## src/rtl/io_pkg.sv

```systemverilog
// Shared constants for the board-input conditioner: reset levels, default
// timing and pin counts.
package io_pkg;

  localparam logic KEY_RELEASED        = 1'b1;
  localparam logic SW_RESET            = 1'b0;
  localparam int   DEF_DEBOUNCE_CYCLES = 32'd1000000;
  localparam int   DEF_SYNC_STAGES     = 32'd2;
  localparam int   DEF_N_KEYS          = 32'd4;
  localparam int   DEF_N_SW            = 32'd9;

endpackage

```

## src/rtl/debounce_bit.sv

```systemverilog
// One input bit: metastability synchroniser, saturating debounce counter and
// a stable output flop with registered rise/fall pulses.
module debounce_bit import io_pkg::*; #(
  parameter int   DEBOUNCE_CYCLES = DEF_DEBOUNCE_CYCLES,
  parameter int   SYNC_STAGES     = DEF_SYNC_STAGES,
  parameter logic RESET_VAL       = 1'b0
) (
  input  logic clk,
  input  logic rst_n,
  input  logic raw,
  output logic clean,
  output logic rise,
  output logic fall
);

  localparam int CNT_W = (DEBOUNCE_CYCLES > 1) ? $clog2(DEBOUNCE_CYCLES) : 1;
  localparam logic [CNT_W-1:0] CNT_MAX = CNT_W'(DEBOUNCE_CYCLES - 1);
  localparam logic [CNT_W-1:0] CNT_ONE = CNT_W'(1);

  logic [SYNC_STAGES-1:0] sync_r;
  logic                   sync_s;
  logic [CNT_W-1:0]       cnt_r;
  logic [CNT_W-1:0]       cnt_nxt_s;
  logic                   update_s;
  logic                   clean_r;
  logic                   rise_r;
  logic                   fall_r;

  assign sync_s = sync_r[SYNC_STAGES-1];

  // Synchroniser shift chain, reset to the released/idle level.
  always_ff @(posedge clk or negedge rst_n) begin
    if (!rst_n) begin
      sync_r <= {SYNC_STAGES{RESET_VAL}};
    end else begin
      sync_r <= {sync_r[SYNC_STAGES-2:0], raw};
    end
  end

  // Any return to the stable level restarts the count; it saturates at CNT_MAX.
  always_comb begin
    update_s  = 1'b0;
    cnt_nxt_s = cnt_r;
    if (sync_s == clean_r) begin
      cnt_nxt_s = '0;
    end else if (cnt_r == CNT_MAX) begin
      update_s  = 1'b1;
      cnt_nxt_s = '0;
    end else begin
      cnt_nxt_s = cnt_r + CNT_ONE;
    end
  end

  // Counter, stable level and the edge pulses that accompany an update.
  always_ff @(posedge clk or negedge rst_n) begin
    if (!rst_n) begin
      cnt_r   <= '0;
      clean_r <= RESET_VAL;
      rise_r  <= 1'b0;
      fall_r  <= 1'b0;
    end else begin
      cnt_r   <= cnt_nxt_s;
      clean_r <= update_s ? sync_s : clean_r;
      rise_r  <= update_s & sync_s;
      fall_r  <= update_s & ~sync_s;
    end
  end

  assign clean = clean_r;
  assign rise  = rise_r;
  assign fall  = fall_r;

endmodule

```

## src/rtl/io_input_conditioner.sv

```systemverilog
// Debounced key/switch front end for the memory-mapped I/O read path, with
// key press/release pulses and software-clearable sticky press flags.
module io_input_conditioner import io_pkg::*; #(
  parameter int DEBOUNCE_CYCLES = DEF_DEBOUNCE_CYCLES,
  parameter int SYNC_STAGES     = DEF_SYNC_STAGES,
  parameter int N_KEYS          = DEF_N_KEYS,
  parameter int N_SW            = DEF_N_SW
) (
  input  logic              clk,
  input  logic              rst_n,
  input  logic [N_KEYS-1:0] key_raw,
  input  logic [N_SW-1:0]   sw_raw,
  input  logic [N_KEYS-1:0] sticky_clr,
  output logic [N_KEYS-1:0] key,
  output logic [N_SW-1:0]   sw,
  output logic [N_KEYS-1:0] key_press,
  output logic [N_KEYS-1:0] key_release,
  output logic [N_KEYS-1:0] key_sticky
);

  logic [N_KEYS-1:0] key_clean_s;
  logic [N_KEYS-1:0] key_rise_s;
  logic [N_KEYS-1:0] key_fall_s;
  logic [N_SW-1:0]   sw_clean_s;
  logic [N_SW-1:0]   sw_rise_s;
  logic [N_SW-1:0]   sw_fall_s;
  logic [N_KEYS-1:0] sticky_r;

  genvar gi;
  generate
    for (gi = 0; gi < N_KEYS; gi++) begin : g_key
      debounce_bit #(
        .DEBOUNCE_CYCLES (DEBOUNCE_CYCLES),
        .SYNC_STAGES     (SYNC_STAGES),
        .RESET_VAL       (KEY_RELEASED)
      ) u_db (
        .clk   (clk),
        .rst_n (rst_n),
        .raw   (key_raw[gi]),
        .clean (key_clean_s[gi]),
        .rise  (key_rise_s[gi]),
        .fall  (key_fall_s[gi])
      );
    end
    for (gi = 0; gi < N_SW; gi++) begin : g_sw
      debounce_bit #(
        .DEBOUNCE_CYCLES (DEBOUNCE_CYCLES),
        .SYNC_STAGES     (SYNC_STAGES),
        .RESET_VAL       (SW_RESET)
      ) u_db (
        .clk   (clk),
        .rst_n (rst_n),
        .raw   (sw_raw[gi]),
        .clean (sw_clean_s[gi]),
        .rise  (sw_rise_s[gi]),
        .fall  (sw_fall_s[gi])
      );
    end
  endgenerate

  // Sticky flags: a press in the same cycle as a clear keeps the flag set.
  always_ff @(posedge clk or negedge rst_n) begin
    if (!rst_n) begin
      sticky_r <= '0;
    end else begin
      sticky_r <= (sticky_r & ~sticky_clr) | key_fall_s;
    end
  end

  // Switch edges are not exported; keys are active-low, so a press is a fall.
  assign key         = key_clean_s;
  assign sw          = sw_clean_s;
  assign key_press   = key_fall_s;
  assign key_release = key_rise_s;
  assign key_sticky  = sticky_r;

endmodule

```

## config.mk

```make
export PLATFORM = sky130hd
export DESIGN_NAME = io_input_conditioner
export DESIGN_NICKNAME = d
export VERILOG_FILES = /design/src/rtl/io_pkg.sv /design/src/rtl/debounce_bit.sv /design/src/rtl/io_input_conditioner.sv
export SDC_FILE = /design/constraint.sdc
export NUM_CORES = 1
export LEC_CHECK = 0
export ABC_AREA = 1
export CAP_MARGIN = 10
export CORE_MARGIN = 2
export CORE_UTILIZATION = 50
export CTS_BUF_LIST = sky130_fd_sc_hd__clkbuf_16
export DETAILED_ROUTE_END_ITERATION = 12
export GPL_TIMING_DRIVEN = 0
export PLACE_DENSITY = 0.67
export REMOVE_ABC_BUFFERS = 1
export SLEW_MARGIN = 20
export SYNTH_ARGS = -nofsm -noshare
export SYNTH_HDL_FRONTEND = slang
export SYNTH_HIERARCHICAL = 1
export SYNTH_SLANG_ARGS = --single-unit
```

## constraint.sdc

```tcl
create_clock -name clk -period 3.2 [get_ports clk]
set_input_delay 0.8 -clock clk [delete_from_list [all_inputs] [get_ports clk]]
set_output_delay 0.8 -clock clk [all_outputs]
set_load 0.02 [all_outputs]
```

==> summary.txt, run 1 <==
Run status
  – Outcome: finished clean

Floorplan
  – Starting Density: 0.504
  – CORE AREA: 34300 sq um
  – Chip Width: 190 microns
  – FP Rows: 68
  – DIE AREA: 36000 sq um
  – Overall die height: 190 microns
  – IO Pins: 44

Routing
  – DRT iter0 DRCs: 588
  – Routed Antenna Nets: 0
  – 1st-pass router iterations: 5
  – Vias: 13300
  – Drt wl/cell: 12.3 microns
  – DRC Markers: 0
  – Vias per cell: 4.99
  – WL final: 32700 microns

Setup path
  – Crit path buf inv count: 1
  – Startpoint Class: register
  – Setup slack, reg-to-reg: 1580 ps
  – CP top delay family: buffers and inverters
  – Levels on crit path: 1
  – Crit Reg-Reg Endpoint: g_key[3].u_db/cnt_r[18]
  – Critical Path RT: 2400 ps
  – Worst setup path start: g_key[3].u_db/clean
  – CP max FO: 4
  – Reg-to-reg startpoint: g_key[3].u_db/clean
  – Worst path slowest cell: clkdlybuf4s50_1
  – CP cell instances: clkdlybuf4s50_1
  – Worst r2r path cells: 5
  – CP endpoint kind: output pin
  – Signal arrival time at the worst endpoint: 1760 ps
  – Critical path class: reg -> out
  – CP max stage delay: 630 ps

STA
  – Post-route setup slack: 636 ps
  – Final Max Slew Viols: 0
  – Post-Route Skew: 13.1 ps
  – Crit share post-route: 0.801
  – Slew headroom: 0.669
  – Slew @ Worst Pin: 496 ps
  – WHS: 182 ps
  – Final hold violations: 0
  – RSZ-0062 raised after global routing: false
  – # setup viols final: 0
  – FMAX: 0.390 GHz
  – Crit path time final: 2560 ps

Logic synthesis
  – Syn Inst Count: 2090
  – Syn_area_per_cell: 8.26 sq um
  – Cell area after synthesis: 17300 sq um
  – Synth Warn #: 6

Finish
  – Area Overhead vs Synth: 12.8%
  – ANT cells: 0
  – Fillcell total: 3103
  – Layout cell share with drive strength beyond 1: 0.134
  – NumNets Final: 2207

Clocking
  – Htree depth: 2
  – Worst-path clk slew: 60 ps
  – Buffer depth of the longest clock path: 3
  – Total CTS buffers: 37
  – Setup repair bufs after CTS: 0
  – # hold bufs at CTS: 0
  – CTS Root Cell: clkbuf_16
  – Clk sink count: 311
  – Post-cts sizing count: 0
  – CTS tree: built
  – Worst-Skew Late Latency: 520 ps

Placed design
  – PortBufs: 43
  – HPWL Detailed: 23500 microns
  – Placer Congestion: 0.846
  – Post-placement worst setup slack: 1140 ps

Global route
  – Gr ovfl total: 0
  – Initial antenna violation count: 0
  – Pin count of the biggest net entering global routing: 97
  – Total GRT Usage: 0.193
  – First-pass GRT wire length: 59800 microns
  – Vias in the first global route: 13400

Power
  – Worst vdd ir: 0.000395 V
  – Tot Pwr: 0.00819 W
  – Leak: 8.69 nW
  – Pwr/cell area: 420 nW/um^2

Job
  – Max-cap violations: 0

Hold path
  – Worst hold path type: in -> async
worst max-delay path by stage:
stage | slack (ps) | to
5_1_grt | 600 | key[3]
4_1_cts | 600 | key[3]
6_report | 640 | key[3]
3_5_place_dp | 1140 | g_key[1].u_db/sync_r[0]
3_3_place_gp | -12170 | g_key[1].u_db/cnt_r[15]
2_1_floorplan | 1820 | key[0]
flip-flops by register name (all words and copies together), names as in the netlist:
register           flops
g_key.u_db/sync_r      8
g_key.u_db/rise        4
g_key.u_db/fall        4
g_sw.u_db/clean        9
key_sticky             4
g_sw.u_db/sync_r      18
g_sw.u_db/cnt_r      180
g_key.u_db/clean       4
g_key.u_db/cnt_r      80
layout make-up:
cell class,instances,area [sq um],area share
flip-flops and latches,311,7800,0.400
inverters,229,860,0.0441
repair buffers,46,518,0.0266
well taps,455,569,0.0292
clock inverters,29,146,0.00752
clock buffers,39,976,0.0501
multi-input cells,1550,8610,0.442
routing by layer:
layer | GRT usage | wire length [microns] | part of all wire | vias up
li1 | - | - | - | 6797
met2 | 0.326 | 15500 | 0.47 | 140
met1 | 0.260 | 15700 | 0.48 | 6284
met3 | 0.0306 | 1030 | 0.031 | 40
met4 | 0.0534 | 496 | 0.015 | 0
met5 | 0 | 0 | 0 | -
placed cells by master (no fill, tap or decap), drive strengths merged:
master,n
a21oi,39
clkinv,15
dfrtp,299
nand3b,26
clkdlybuf4s50,42
buf,4
nand4,39
xor2,91
xnor2,39
clkbuf,39
ha,13
nor3,34
nand3,208
o21bai,26
o21ai,39
nand2,385
nor2,611
dfstp,12
bufinv,1
inv,242
report_power, final:
group	leakage (nW)	switching [W]	internal, W
clock	0.598	0.00159	0.00227
combinational	3.86	0.000201	0.0000912
sequential	4.23	0.0000407	0.00400
through the flow:
stage               instances   util  setup TNS, ps  area (sq um)
global placement         2588  0.533       -3726950         18300
floorplan                2090      -              0         17300
CTS                      2659  0.568              0         19500
finish                   2659  0.568              0         19500
detailed placement       2591  0.535              0         18400
global route             2659  0.568              0         19500
(Power assumes the default switching activity.)
==> inputs of run 2 (changes only) <==
==> constraint.sdc (replaced) <==
create_clock -name clk -period 2.65 [get_ports clk]
set_input_delay 0.6625 -clock clk [delete_from_list [all_inputs] [get_ports clk]]
set_output_delay 0.6625 -clock clk [all_outputs]
set_load 0.02 [all_outputs]
==> results of run 2 <==
Same layout as run 1 (identical final DEF). Status: finished clean.
Among the figures that moved: setup slack after placement 1140 ps -> 732 ps; setup slack after layout 636 ps -> 223 ps; hold slack 182 ps -> 44.4 ps; register-to-register setup slack 1580 ps -> 1030 ps; total power 0.00819 W -> 0.00989 W; worst IR drop on VDD 0.000395 V -> 0.000477 V
